[src/rtl/alu_op_queue_if.sv]
// Producer-side request bus for alu_op_queue: a valid/ready handshake carrying {A, B, CMD}.
// The master modport is the producer and the slave modport is the queue.
interface alu_op_queue_if #(
    parameter int W    = 16,
    parameter int CMDW = 5
);
    logic            in_valid;
    logic            in_ready;
    logic [W-1:0]    in_a;
    logic [W-1:0]    in_b;
    logic [CMDW-1:0] in_cmd;

    modport master (
        output in_valid,
        output in_a,
        output in_b,
        output in_cmd,
        input  in_ready
    );

    modport slave (
        input  in_valid,
        input  in_a,
        input  in_b,
        input  in_cmd,
        output in_ready
    );
endinterface

[src/rtl/alu_op_queue.sv]
// Issue queue for the 16-bit ALU: buffers {A,B,CMD}, sequences the accumulator clear, inserts noOp.
// Optional opcode screening (illegal_cmd port) is enabled by defining ALUQ_CMD_CHECK_EN.
module alu_op_queue #(
    parameter int DEPTH       = 8,
    parameter int W           = 16,
    parameter int CMDW        = 5,
    parameter int INIT_CYCLES = 2
) (
    input  logic                         CLK,
    input  logic                         RST,
    input  logic                         flush,
    input  logic                         hold,
    alu_op_queue_if.slave                in_if,
    output logic [W-1:0]                 alu_A,
    output logic [W-1:0]                 alu_B,
    output logic [CMDW-1:0]              alu_CMD,
    output logic                         alu_RST,
    output logic                         alu_noOp,
    output logic [$clog2(DEPTH+1)-1:0]   count,
    output logic                         busy
`ifdef ALUQ_CMD_CHECK_EN
    ,
    output logic                         illegal_cmd
`endif
);
    localparam int AW  = $clog2(DEPTH);
    localparam int CW  = $clog2(DEPTH + 1);
    localparam int ICW = (INIT_CYCLES < 1) ? 1 : $clog2(INIT_CYCLES + 1);
    localparam int EW  = 2 * W + CMDW;

    typedef enum logic [1:0] {
        ST_INIT  = 2'd0,
        ST_IDLE  = 2'd1,
        ST_ISSUE = 2'd2
    } state_t;

    state_t          state_q, state_d;
    logic [ICW-1:0]  init_cnt_q;
    logic [AW-1:0]   wr_ptr_q, wr_ptr_d;
    logic [AW-1:0]   rd_ptr_q, rd_ptr_d;
    logic [CW-1:0]   count_q, count_d;
    logic [EW-1:0]   mem_q [DEPTH];
    logic [EW-1:0]   head_s;
    logic [W-1:0]    alu_a_q, alu_b_q;
    logic [CMDW-1:0] alu_cmd_q;
    logic            alu_rst_q, alu_noop_q, in_ready_q, busy_q;
    logic            accept_s, cmd_bad_s, push_s, pop_s;

    // Handshake decode, pointer/count next state and FSM next state.
    always_comb begin
        accept_s = in_if.in_valid && in_ready_q;
`ifdef ALUQ_CMD_CHECK_EN
        cmd_bad_s = (in_if.in_cmd[3:0] == 4'd0) || (in_if.in_cmd[3:0] > 4'd13);
`else
        cmd_bad_s = 1'b0;
`endif
        push_s = accept_s && !cmd_bad_s && !flush;
        pop_s  = (state_q != ST_INIT) && (count_q != {CW{1'b0}}) && !hold && !flush;
        head_s = mem_q[rd_ptr_q];

        wr_ptr_d = wr_ptr_q;
        rd_ptr_d = rd_ptr_q;
        count_d  = count_q;
        if (flush) begin
            wr_ptr_d = {AW{1'b0}};
            rd_ptr_d = {AW{1'b0}};
            count_d  = {CW{1'b0}};
        end else begin
            if (push_s) begin
                wr_ptr_d = wr_ptr_q + AW'(1'b1);
            end else begin
                wr_ptr_d = wr_ptr_q;
            end
            if (pop_s) begin
                rd_ptr_d = rd_ptr_q + AW'(1'b1);
            end else begin
                rd_ptr_d = rd_ptr_q;
            end
            if (push_s && !pop_s) begin
                count_d = count_q + CW'(1'b1);
            end else if (pop_s && !push_s) begin
                count_d = count_q - CW'(1'b1);
            end else begin
                count_d = count_q;
            end
        end

        if (flush) begin
            state_d = ST_INIT;
        end else begin
            case (state_q)
                ST_INIT:           state_d = (init_cnt_q <= ICW'(1'b1)) ? ST_IDLE : ST_INIT;
                ST_IDLE, ST_ISSUE: state_d = pop_s ? ST_ISSUE : ST_IDLE;
                default:           state_d = ST_INIT;
            endcase
        end
    end

    // Queue storage; data only, validity is tracked by the pointers and count.
    always_ff @(posedge CLK) begin
        if (push_s) begin
            mem_q[wr_ptr_q] <= {in_if.in_a, in_if.in_b, in_if.in_cmd};
        end
    end

    // FSM, pointers and all registered outputs toward the ALU and producer.
    always_ff @(posedge CLK or negedge RST) begin
        if (!RST) begin
            state_q    <= ST_INIT;
            init_cnt_q <= ICW'(INIT_CYCLES);
            wr_ptr_q   <= {AW{1'b0}};
            rd_ptr_q   <= {AW{1'b0}};
            count_q    <= {CW{1'b0}};
            alu_a_q    <= {W{1'b0}};
            alu_b_q    <= {W{1'b0}};
            alu_cmd_q  <= {CMDW{1'b0}};
            alu_rst_q  <= 1'b1;
            alu_noop_q <= 1'b0;
            in_ready_q <= 1'b0;
            busy_q     <= 1'b1;
        end else begin
            state_q    <= state_d;
            wr_ptr_q   <= wr_ptr_d;
            rd_ptr_q   <= rd_ptr_d;
            count_q    <= count_d;
            in_ready_q <= (count_d < CW'(DEPTH));
            busy_q     <= (state_d != ST_IDLE) || (count_d != {CW{1'b0}});
            if (flush) begin
                init_cnt_q <= ICW'(INIT_CYCLES);
                alu_cmd_q  <= {CMDW{1'b0}};
                alu_rst_q  <= 1'b1;
                alu_noop_q <= 1'b0;
            end else begin
                case (state_q)
                    ST_INIT: begin
                        alu_cmd_q <= {CMDW{1'b0}};
                        if (init_cnt_q <= ICW'(1'b1)) begin
                            alu_rst_q  <= 1'b0;
                            alu_noop_q <= 1'b1;
                        end else begin
                            init_cnt_q <= init_cnt_q - ICW'(1'b1);
                            alu_rst_q  <= 1'b1;
                            alu_noop_q <= 1'b0;
                        end
                    end
                    ST_IDLE, ST_ISSUE: begin
                        alu_rst_q <= 1'b0;
                        if (pop_s) begin
                            alu_a_q    <= head_s[EW-1 -: W];
                            alu_b_q    <= head_s[CMDW +: W];
                            alu_cmd_q  <= head_s[CMDW-1:0];
                            alu_noop_q <= 1'b0;
                        end else begin
                            alu_noop_q <= 1'b1;
                        end
                    end
                    default: begin
                        init_cnt_q <= ICW'(INIT_CYCLES);
                        alu_rst_q  <= 1'b1;
                        alu_noop_q <= 1'b0;
                    end
                endcase
            end
        end
    end

`ifdef ALUQ_CMD_CHECK_EN
    logic illegal_q;

    // Sticky flag for screened opcodes; the entry itself is dropped.
    always_ff @(posedge CLK or negedge RST) begin
        if (!RST) begin
            illegal_q <= 1'b0;
        end else if (flush) begin
            illegal_q <= 1'b0;
        end else if (accept_s && cmd_bad_s) begin
            illegal_q <= 1'b1;
        end
    end

    assign illegal_cmd = illegal_q;
`endif

    assign in_if.in_ready = in_ready_q;
    assign alu_A          = alu_a_q;
    assign alu_B          = alu_b_q;
    assign alu_CMD        = alu_cmd_q;
    assign alu_RST        = alu_rst_q;
    assign alu_noOp       = alu_noop_q;
    assign count          = count_q;
    assign busy           = busy_q;
endmodule

[src/flat_wrapper.sv]
// flat-port wrapper written by rule: the top's interface ports become plain ports
module alu_op_queue_flat 
#(
    parameter int DEPTH       = 8,
    parameter int W           = 16,
    parameter int CMDW        = 5,
    parameter int INIT_CYCLES = 2
)
  (CLK, RST, flush, hold, alu_A, alu_B, alu_CMD, alu_RST, alu_noOp, count, busy, in_if_in_valid, in_if_in_a, in_if_in_b, in_if_in_cmd, in_if_in_ready);
  alu_op_queue_if #(.W(W), .CMDW(CMDW)) in_if_i ();
  input  logic CLK;
  input  logic RST;
  input  logic flush;
  input  logic hold;
  output logic [W-1:0] alu_A;
  output logic [W-1:0] alu_B;
  output logic [CMDW-1:0] alu_CMD;
  output logic alu_RST;
  output logic alu_noOp;
  output logic [$clog2(DEPTH+1)-1:0] count;
  output logic busy;
  input wire logic [$bits(in_if_i.in_valid)-1:0] in_if_in_valid;
  input wire logic [$bits(in_if_i.in_a)-1:0] in_if_in_a;
  input wire logic [$bits(in_if_i.in_b)-1:0] in_if_in_b;
  input wire logic [$bits(in_if_i.in_cmd)-1:0] in_if_in_cmd;
  output wire logic [$bits(in_if_i.in_ready)-1:0] in_if_in_ready;
  assign in_if_i.in_valid = in_if_in_valid;
  assign in_if_i.in_a = in_if_in_a;
  assign in_if_i.in_b = in_if_in_b;
  assign in_if_i.in_cmd = in_if_in_cmd;
  assign in_if_in_ready = in_if_i.in_ready;
  alu_op_queue #(.DEPTH(DEPTH), .W(W), .CMDW(CMDW), .INIT_CYCLES(INIT_CYCLES)) u_core (.CLK(CLK), .RST(RST), .flush(flush), .hold(hold), .in_if(in_if_i), .alu_A(alu_A), .alu_B(alu_B), .alu_CMD(alu_CMD), .alu_RST(alu_RST), .alu_noOp(alu_noOp), .count(count), .busy(busy));
endmodule
[config.mk]
export PLATFORM = sky130hd
export DESIGN_NAME = alu_op_queue_flat
export DESIGN_NICKNAME = d
export VERILOG_FILES = /design/src/rtl/alu_op_queue_if.sv /design/src/rtl/alu_op_queue.sv /design/src/flat_wrapper.sv
export SDC_FILE = /design/constraint.sdc
export NUM_CORES = 1
export LEC_CHECK = 0
export CAP_MARGIN = 20
export CORE_ASPECT_RATIO = 1.1
export CORE_MARGIN = 5
export CORE_UTILIZATION = 66
export CTS_BUF_LIST = sky130_fd_sc_hd__clkbuf_4 sky130_fd_sc_hd__clkbuf_8
export DETAILED_ROUTE_END_ITERATION = 16
export PLACE_DENSITY = 0.94
export SYNTH_ARGS = -nofsm -noshare
export SYNTH_HDL_FRONTEND = slang
export SYNTH_SLANG_ARGS = --single-unit
[constraint.sdc]
create_clock -name CLK -period 7.85 [get_ports CLK]
set_input_delay 1.57 -clock CLK [delete_from_list [all_inputs] [get_ports CLK]]
set_output_delay 1.57 -clock CLK [all_outputs]
set_load 0.02 [all_outputs]
=== Word-level counts from Yosys, hierarchy flattened ===
Memories as Yosys holds them, arrays and structs flattened.
Cells that the tools add are included.

* Register bits: 55
* Bits in writable memories: 296
* Output and inout bits: 45
* Word-level logic and storage cells: 76
* Memories kept: 1

{| class="wikitable"
|+ Memory list
! memory !! words !! bits a word !! rd ports !! clocked after memory_dff !! wr ports !! line !! RTL
|-
| u_core.mem_q || 8 || 37 || 1 || 0 || 1 || alu_op_queue.sv:42 || <nowiki>logic [EW-1:0] mem_q [DEPTH];</nowiki>
|}

* Add/sub/neg operators: 5
* Magnitude comparators: 2
* Eq/ne operators: 6
* Mux-type cells: 26
* Bitwise gates (word level): 1
* Reduce and logical (&&, ||, !) cells: 23

{| class="wikitable"
|+ Operators with widths
! cell !! number
|-
| $mux W3 || 4
|-
| $mux W4 || 3
|-
| $mux W5 || 2
|-
| $pmux W5 S2 || 1
|-
| $mux W1 || 8
|-
| $mux W2 || 4
|-
| $pmux W2 S2 || 2
|-
| $reduce_bool A4 Y1 || 2
|-
| $logic_and A1 B1 Y1 || 7
|-
| $add A3 B1 Y3 const B || 2
|-
| $reduce_bool A2 Y1 || 3
|-
| $add A4 B1 Y4 const B || 1
|-
| $logic_not A1 Y1 || 4
|-
| $lt A4 B4 Y1 const B || 1
|-
| $pmux W1 S2 || 2
|-
| $reduce_and A2 Y1 || 2
|-
| $sub A4 B1 Y4 const B || 1
|-
| $ne A3 B2 Y1 const B || 1
|-
| $ne A3 B3 Y1 const B || 1
|-
| $reduce_and A3 Y1 || 1
|-
| $reduce_bool A3 Y1 || 1
|-
| $eq A2 B1 Y1 const B || 1
|-
| $eq A2 B2 Y1 const B || 1
|-
| $le A2 B1 Y1 const B || 1
|-
| 7 further kinds || 7
|}

=== Logic depth before layout (Yosys ltp) ===
Gate-level depths: netlist (run 1).

* Word-level depth: 10
* Mapped depth: 8

=== Least setup slack after synthesis (run 1) ===
Ideal clock, no wire load.

* Path type: input-to-reg
* Start point: input port flush
* End point: memory u_core.mem_q[0][0] (netlist bit) (enable)
* Setup time: 0.477 ns
* Data arrival time: 4.717 ns
* Required time: 7.373 ns
* Setup slack: 2.655 ns
* Stages on the path: 3
* Cell sequence: clkbuf_1 -> or3_1 -> nor3_1

* Longest elaborated chain between the ends: 4

{| class="wikitable"
|+ Ends and longest elaborated chain
! element !! line !! RTL
|-
| start, declared || flat_wrapper.sv:13 || <nowiki>input logic flush;</nowiki>
|-
| $logic_not A1 Y1 || alu_op_queue.sv:57 || <nowiki>push_s = accept_s && !cmd_bad_s && !flush;</nowiki>
|-
| $logic_and A1 B1 Y1 || alu_op_queue.sv:57 ||
|-
| $mux W1 || alu_op_queue.sv:101 || <nowiki>if (push_s) begin</nowiki>
|-
| $mux W1 (implied by the code) || alu_op_queue.sv:102 || <nowiki>mem_q[wr_ptr_q] <= {in_if.in_a, in_if.in_b, in_if.in_cmd};</nowiki>
|-
| end, declared || alu_op_queue.sv:42 ||
|}

Every way passes these cells.

=== Final worst setup path (run 1) ===
* Start point: input port hold
* End point: register u_core.alu_b_q[15] (netlist: u_core.alu_B[15])

* Longest elaborated chain between the ends: 4

{| class="wikitable"
|+ Ends and longest elaborated chain
! element !! line !! RTL
|-
| start, declared || flat_wrapper.sv:14 || <nowiki>input logic hold;</nowiki>
|-
| $logic_not A1 Y1 || alu_op_queue.sv:58 || <nowiki>pop_s = (state_q != ST_INIT) && (count_q != {CW{1'b0}}) && !hold && !flush;</nowiki>
|-
| $logic_and A1 B1 Y1 (2 in a row) || alu_op_queue.sv:58 ||
|-
| $reduce_and A3 Y1 (no source line) || -- ||
|-
| end signal, assigned || alu_op_queue.sv:115 || <nowiki>alu_b_q <= {W{1'b0}};</nowiki>
|-
| end signal, assigned || alu_op_queue.sv:150 || <nowiki>alu_b_q <= head_s[CMDW +: W];</nowiki>
|-
| end, declared || alu_op_queue.sv:44 || <nowiki>logic [W-1:0] alu_a_q, alu_b_q;</nowiki>
|}

Every way passes these cells.
A chain may end at the register's enable or synchronous reset.

==> results.cfg, run 1 <==
[clock_network]
clk_latency_ns = 0.55
cts_hold_buf = 0
cts_made_buffers = 50
clock_sinks = 350
post_cts_buffers = 0
clk_path_buf_depth = 3
clk_pin_slew_ns = 0.07
cts_tree = yes
htreeDepth = 2
postCtsResizedCells = 0
cts_root_buf = clkbuf_8

[timing]
rsz0062_at_grt = false
worstMarginPinSlew_ns = 1.08
fin_ws_ns = 4.11
max_freq_mhz = 267
maxSlewViolCount = 0
period_needed_ns = 3.74
slew_headroom_pct = 28.0
finalClockSkew_ns = 0.0139
setup_violations = 0
min_period_over_period_pct = 47.7
timing_hold_violations_final = 0
setup-tns-final_ns = 0

[grt]
grt_usage_pct = 23.7
grt_overflow = 0
grt_pass1_vias = 7318
antenna_found_initial = 0
grt.met2_usage_pct = 38.6
grt_pass1_wl_mm = 42.2
grt_max_degree = 71
grt_use_met1_pct = 32.5
use_met3_pct = 5.47
top_usage_layer = met2

[power]
peakVddDrop_mv = 0.180
power_density_nw_per_um2 = 260
power_mw = 4.04
power.leakage_nw = 5.10

[synthesis]
yosysMostFrequentCell = edfxtp_1
synth_edf_count = 296
ys_ff_latch = 350
synthCells = 651
synth.largest_area_cell = edfxtp_1
ys.flop_type = edfxtp_1
syn_area_um2 = 13300
yosys-top-cells-area = edfxtp_1 (67%), mux4_2 (13%), dfrtp_1 (9.6%)
mappedNetlistNets = 700
synth_top_area_share_pct = 66.8
ys_seq_area_share_pct = 77.0
ys_warn_count = 0
avgSynthCellArea_um2 = 20.4
async_reset_ff_share_pct = 15.4
ys_top_cells_by_count = edfxtp_1 (296), mux4_2 (74), dfrtp_1 (51)
ys_types = 36

[setup_path]
crit_chain = clkdlybuf4s50_1, nor2_2, a21boi_4, nand3b_1, buf_4, nand2_1, o21ai_0
crit_slowest_cell = nand3b_1
r2r_start = u_core.alu_noOp
arrival_ns = 4.15
rr_endpoint = u_core.alu_B[15]
cp.required_ns = 8.25
cp_top_family = simple AND/OR/NAND/NOR gates
worstRegToRegCells = 8
r2r_setup_slack_ns = 4.73
crit_buf_inv = 2
max_stage_delay_ns = 0.76
cp_max_fo = 47
cp-start-kind = input pin
end_kind = flop
worstSetupPathType = input pin to flop

[place]
place.gp.congestion = 0.852
placed_cells = 972
port_buffers = 86
placed_cell_area_um2 = 14600
dp_hpwl_mm = 15.4
dp_slack_ns = 3.56

[floorplan]
initial_utilization_pct = 67.0
die_width_um = 145
core_um2 = 19900
die_area_um2 = 23100
die_h_um = 159
ios = 87
rows = 54

[min_path]
hp-start = u_core.alu_A[13]
min_path_cells = 2
min_to = u_core.alu_A[13]
hp-class = flop to flop

[routing]
wirelength_mm = 26.6
first_pass_iters = 6
vias_per_cell = 6.31
post-route-drc-count = 0
dr_total_vias = 6713
ant_nets = 0
drt_iter0_markers = 588
routedWlPerCell_um = 25.0

[cells_and_area]
area_growth_pct = 17.1
stdcell_count = 1064
drive_above_1_share_pct = 23.5
layout.nets = 821
antenna_cells = 0
num-fill-cells = 945
fin_area_um2 = 15600

[run_status]
outcome = finished clean

[flow_run]
drv_cap = 0
routing by layer:
layer	vias to the layer above	wire [um]
li1	2849	-
met1	3479	10100
met2	321	13600
met3	64	2190
met4	0	671
met5	-	0
metrics by stage:
| step | hold WS, ns | util (%) |
|---|---|---|
| after global placement | 0.466 | 72.8 |
| after CTS | 0.489 | 78.4 |
| after global routing | 0.526 | 78.4 |
| final | 0.478 | 78.4 |
| after detailed placement | 0.474 | 73.4 |
| after floorplan | 0.531 | - |
state kept, by name, summed over array words and instances (netlist names):
name and cells:
u_core.alu_A 16, u_core.alu_B 16, u_core.alu_CMD 5, u_core.alu_RST 1, u_core.alu_noOp 1, u_core.busy 1
u_core.count 4, u_core.in_if.in_ready 1, u_core.init_cnt_q 2, u_core.mem_q 296, u_core.rd_ptr_q 3, u_core.state_q 1
u_core.wr_ptr_q 3
power by group:
part | switching (mW) | leakage, nW | total, mW | internal, mW
clock network | 0.623 | 0.526 | 1.36 | 0.742
logic | 0.268 | 1.18 | 0.506 | 0.238
registers | 0.0572 | 3.40 | 2.17 | 2.11
total | 0.948 | 5.10 | 4.04 | 3.09
worst max-delay path by stage:
stage | cells past startpoint | slack [ns] | end | start
6_report | 7 | 4.11 | u_core.alu_B[15] | hold
5_1_grt | 7 | 3.96 | u_core.alu_A[5] | hold
4_1_cts | 7 | 4.13 | u_core.alu_B[15] | hold
3_5_place_dp | 7 | 3.56 | u_core.alu_B[15] | hold
3_3_place_gp | 3 | 3.57 | u_core.mem_q[2][31] | flush
2_1_floorplan | 3 | 2.66 | u_core.mem_q[0][0] | flush
kinds of logic (layout without fill, tap and decap cells):
kind of cell | count (synthesis) | count (layout) | share of synthesized area [%]
flops | 350 | 350 | 77.0
mux | 117 | 117 | 15.8
simple gates | 87 | 87 | 2.96
compound gates | 46 | 46 | 1.89
buf+inv | 37 | 198 | 1.19
fa+ha+maj | 7 | 7 | 0.659
xor+xnor | 7 | 7 | 0.461
final cells by class:
type / instances / area (um^2) / area share, %
clock buffers: 77 / 916 / 5.88
multi-input cells: 264 / 2950 / 19.0
well taps: 252 / 315 / 2.03
repair buffers: 100 / 1050 / 6.72
inverters: 6 / 22.5 / 0.145
flip-flops and latches: 350 / 10300 / 65.8
clock inverters: 15 / 65.1 / 0.418
tightest hold or removal path, cell delays in order (launching register included):
cell,delay [ns]
dfrtp_1,0.34
nand2_1,0.04
o21ai_0,0.06
cells in the final DEF (no fill, tap or decap), types with 2 or more instances in the layout:
master	count
edfxtp_1	296
clkdlybuf4s50_1	85
mux4_2	74
clkbuf_8	54
dfrtp_1	48
nand2_1	44
mux2i_1	41
o21ai_0	38
clkbuf_4	23
nor2_1	12
clkinv_1	10
buf_4	9
ha_1	7
inv_1	6
nand2b_1	6
nor2_4	6
a21oi_1	4
nand3b_1	4
xor2_1	4
clkinv_2	4
nand3_1	3
xnor2_1	3
buf_16	3
dfstp_2	3
nor3_2	2
nor2b_1	2
buf_12	2
dfrtp_4	2
(Power assumes the default switching activity.)
==> run 2: changes to the inputs <==
- CORE_UTILIZATION: 66 -> 61
- PLACE_DENSITY: 0.94 -> 0.88
- clock period: 7.85 -> 3.83 ns (I/O delays scaled with it)
==> run 2 against run 1 <==
Global-route usage down 0.90 points. Final cell count up 5.0%. Via count up 0.43%. Count of clock-buffer cells in the layout down 2. Critical endpoint is now u_core.mem_q[2][22]. Highest routed layer unchanged.
==> results.cfg, run 2 (same netlist as run 1, synthesis figures left out) <==
[flow_run]
drv_cap = 0

[setup_path]
cp_max_fo = 15
max_stage_delay_ns = 0.62
arrival_ns = 3.10
crit_slowest_cell = nor2_4
worstRegToRegCells = 4
worstSetupPathType = input pin to flop
r2r_setup_slack_ns = 1.32
r2r_start = u_core.in_if.in_ready
cp_top_family = simple AND/OR/NAND/NOR gates
worstSetupPathDepth = 5
rr_endpoint = u_core.mem_q[2][22]
end_kind = flop
cp.required_ns = 4.09
cp-start-kind = input pin
crit_buf_inv = 2
crit_chain = clkdlybuf4s50_1, nand2_1, or3_1, nor2_4, buf_4

[clock_network]
postCtsResizedCells = 0
clock_sinks = 350
clk_path_buf_depth = 3
cts_tree = yes
clk_pin_slew_ns = 0.06
htreeDepth = 2
cts_hold_buf = 0
cts_root_buf = clkbuf_8
clk_latency_ns = 0.58
cts_made_buffers = 52
post_cts_buffers = 0

[floorplan]
die_h_um = 165
core_um2 = 21400
initial_utilization_pct = 62.2
die_area_um2 = 24900
die_width_um = 151
ios = 87
rows = 56

[grt]
grt_pass1_wl_mm = 42.2
grt_pass1_vias = 7323
grt_overflow = 0
antenna_found_initial = 0
grt_max_degree = 71
grt_usage_pct = 22.8

[routing]
ant_nets = 0
wirelength_mm = 26.8
routedWlPerCell_um = 24.0
first_pass_iters = 5
post-route-drc-count = 0
dr_total_vias = 6742
vias_per_cell = 6.04
drt_iter0_markers = 686

[cells_and_area]
drive_above_1_share_pct = 25.0
mostFrequentLayoutCells = edfxtp_1 (296), clkdlybuf4s50_1 (85), mux4_2 (74), clkbuf_8 (54), dfrtp_1 (48)
area_growth_pct = 18.0
num-fill-cells = 1155
final_common_cell = edfxtp_1
largest_reg_flops = 296
antenna_cells = 0
regMostFlops = u_core.mem_q
layout.nets = 835
fin_area_um2 = 15700

[power]
p_comb_share_pct = 12.3
power.leakage_nw = 5.16
power.switching_mw = 2.00
peakVddDrop_mv = 0.398
power_density_nw_per_um2 = 531
switching_share_pct = 24.0
seq_power_share_pct = 53.4
p_int_mw = 6.34
clockPowerShare_pct = 34.3
power_mw = 8.34

[timing]
rsz0062_at_grt = false
maxSlewViolCount = 0
holdWs_ns = 0.314
finalClockSkew_ns = 0.0224
worstMarginPinSlew_ns = 1.10
min_period_over_period_pct = 74.1
timing_hold_violations_final = 0
period_needed_ns = 2.84
setup-tns-final_ns = 0
setup_violations = 0
max_freq_mhz = 353
slew_headroom_pct = 26.9

[run_status]
outcome = finished clean

[place]
placed_cell_area_um2 = 14700
port_buffers = 86
dp_hpwl_mm = 16.7
place.gp.congestion = 0.833

[min_path]
hp-class = input pin to async pin
run 2: cell types whose count changed in the layout (fill, tap and decap cells not counted), moves of 2 or more:
cell / change
buf_16: -3
buf_4: +14
clkbuf_4: -2
clkinv_2: +3
inv_6: +3
nor3_2: -2
nor3_4: +2
run 2: worst register-to-register path: stages (launching register included):
cell and delay [ns]:
dfrtp_1 0.46, nand2_1 0.27, or3_1 0.57, nor2_4 0.62, buf_4 0.29
run 2: per-layer routing:
layer,part of all wire [%],GRT usage [%],vias up
li1,-,-,2877
met1,39,31.5,3473
met2,51,37.4,337
met3,7.1,4.64,55
met4,2.4,7.30,0
met5,0,0,-
run 2: worst max path at each step:
stage / startpoint / end / slack (ns)
2_1_floorplan: flush / u_core.mem_q[2][0] / 0.45
3_3_place_gp: in_if_in_valid / u_core.mem_q[2][34] / 0.65
3_5_place_dp: in_if_in_valid / u_core.mem_q[2][32] / 0.44
4_1_cts: in_if_in_valid / u_core.mem_q[2][22] / 1.04
5_1_grt: in_if_in_valid / u_core.mem_q[3][34] / 0.95
6_report: in_if_in_valid / u_core.mem_q[2][22] / 0.99
run 2: area by class of cell:
cell class | instances | area, um^2 | area share [%]
clock buffer | 75 | 901 | 5.74
clock inverter | 20 | 104 | 0.662
sequential | 350 | 10300 | 65.3
multi-input combinational | 264 | 2970 | 18.9
inverter | 6 | 22.5 | 0.143
tap | 290 | 363 | 2.31
timing repair buffer | 112 | 1090 | 6.94
run 2: power by group through the flow:
stage / Clock (mW) / Combinational [mW] / Sequential (mW)
floorplan: 0 / 0.411 / 4.64
global placement: 0 / 0.975 / 4.51
detailed placement: 0 / 1.03 / 4.53
CTS: 2.91 / 1.03 / 4.46
global route: 3.12 / 1.10 / 4.48
finish: 2.86 / 1.02 / 4.46
run 2: per-stage QoR:
step	setup WS, ns	utilization (%)	cells
after floorplan	0.445	-	651
after global placement	0.645	68.7	1022
after detailed placement	0.435	68.7	1022
after CTS	1.04	73.4	1117
after global routing	0.950	73.4	1117
final	0.994	73.4	1117
==> run 3: changes to the inputs <==
- CORE_UTILIZATION: 61 -> 55
- PLACE_DENSITY: 0.88 -> 0.84
- clock period: 3.83 -> 2.4 ns (I/O delays scaled with it)
==> run 3 against run 2 <==
Design area rose by 2.4%. Core utilization fell by 5.9 points. Largest power group unchanged. Global-route usage down 3.2 points. Clock power is 70% higher. First-iteration DRC count shrank 20%. Hold slack improved by 0.16 ns. Total power grew 63%. Sequential share of layout area decreased by 1.5 points.
==> results.cfg, run 3 (same netlist as run 1, synthesis figures left out) <==
[floorplan]
rows = 59
initial_utilization_pct = 55.9
core_um2 = 23800
die_area_um2 = 27400
ios = 87
die_h_um = 173
die_width_um = 158

[setup_path]
arrival_ns = 2.79
end_kind = flop
worstSetupPathType = flop to flop
cp-start-kind = flop
cp_top_family = simple AND/OR/NAND/NOR gates
cp.required_ns = 2.87
max_stage_delay_ns = 0.51
crit_chain = inv_1, ha_1, nor2_2, a21boi_4, mux2i_1, mux2_4, or4_1
crit_slowest_cell = or4_1
cp_max_fo = 6
crit_buf_inv = 1

[routing]
vias_per_cell = 5.83
dr_total_vias = 6655
routedWlPerCell_um = 23.0
wirelength_mm = 26.3
first_pass_iters = 5
ant_nets = 0
drt_iter0_markers = 550
post-route-drc-count = 0

[cells_and_area]
drive_above_1_share_pct = 26.0
antenna_cells = 0
layout.nets = 844
area_growth_pct = 20.8
regMostFlops = u_core.mem_q
fin_area_um2 = 16100
mostFrequentLayoutCells = edfxtp_1 (296), clkdlybuf4s50_1 (85), mux4_2 (74), clkbuf_8 (58), dfrtp_1 (47)
final_common_cell = edfxtp_1
stdcell_count = 1142
largest_reg_flops = 296
num-fill-cells = 1440
utilization_pct = 67.6

[clock_network]
cts_made_buffers = 51
clk_pin_slew_ns = 0.07
clock_sinks = 350
cts_hold_buf = 1
clk_path_buf_depth = 3
cts_root_buf = clkbuf_8
post_cts_buffers = 0
postCtsResizedCells = 0
clk_latency_ns = 0.55
cts_tree = yes
htreeDepth = 2

[timing]
setup_violations = 0
worstMarginPinSlew_ns = 0.726
rsz0062_at_grt = false
period_needed_ns = 2.32
min_period_over_period_pct = 96.5
setup-tns-final_ns = 0
finalClockSkew_ns = 0.0133
timing_hold_violations_final = 0
max_freq_mhz = 432
fin_ws_ns = 0.0835
holdWs_ns = 0.478
maxSlewViolCount = 0
slew_headroom_pct = 51.6

[power]
p_int_mw = 10.5
power_density_nw_per_um2 = 848
switching_share_pct = 23.2
power.switching_mw = 3.16
power.leakage_nw = 5.29
p_comb_share_pct = 12.2
power_mw = 13.6
seq_power_share_pct = 52.0
peakVddDrop_mv = 0.426
clockPowerShare_pct = 35.7

[place]
dp_hpwl_mm = 16.3
placed_cells = 1046
placed_cell_area_um2 = 15000
dp_slack_ns = -0.0850
place.gp.congestion = 0.813
port_buffers = 86

[flow_run]
drv_cap = 0

[run_status]
outcome = finished clean

[grt]
grt_usage_pct = 19.6
grt_pass1_vias = 7218
antenna_found_initial = 0
grt_pass1_wl_mm = 41.0
grt_overflow = 0
grt_max_degree = 55

[min_path]
hp-class = input pin to async pin
[run 3: per-layer routing]
| metal | track usage, % | wire (um) | up-vias |
|---|---|---|---|
| met2 | 32.5 | 13500 | 277 |
| met5 | 0 | 0 | - |
| met4 | 6.72 | 761 | 0 |
| met1 | 26.7 | 10400 | 3418 |
| met3 | 3.25 | 1630 | 61 |
| li1 | - | - | 2899 |
[run 3: power by group through the flow]
| stage | clock (mW) | combinational, mW | sequential (mW) |
|---|---|---|---|
| after global placement | 0 | 1.62 | 7.19 |
| after CTS | 4.94 | 1.69 | 7.10 |
| final | 4.87 | 1.67 | 7.09 |
| after detailed placement | 0 | 1.68 | 7.22 |
| after global routing | 5.23 | 1.80 | 7.12 |
| after floorplan | 0 | 0.663 | 7.41 |
[run 3: cell type report]
cell class                      count  area, um^2  share of cell area, %
Inverter                            6        22.5                  0.140
Multi-Input combinational cell    264        2970                   18.5
Clock buffer                       71         896                   5.58
Tap cell                          305         382                   2.38
Timing Repair Buffer              122        1350                   8.43
Sequential cell                   350       10300                   63.8
Clock inverter                     24         186                   1.16
[run 3: path summary, 6_finish.rpt]
check                                      start                    to  slack (ns)  cells after the start
worst max-delay path             u_core.alu_noOp           u_core.busy        0.08                      7
worst min-delay path                         RST       u_core.alu_A[4]        0.48                      3
worst max register to register   u_core.alu_noOp           u_core.busy        0.08                      7
worst min register to register  u_core.alu_A[13]      u_core.alu_A[13]        0.48                      2
max in group asynchronous                    RST  u_core.init_cnt_q[1]        1.61                      3
min in group CLK                u_core.alu_A[13]      u_core.alu_A[13]        0.48                      2
[run 3: tightest hold or removal path, delay by kind of cell]
kind / cells / cell delay (ns)
buf+inv: 3 / 0.95
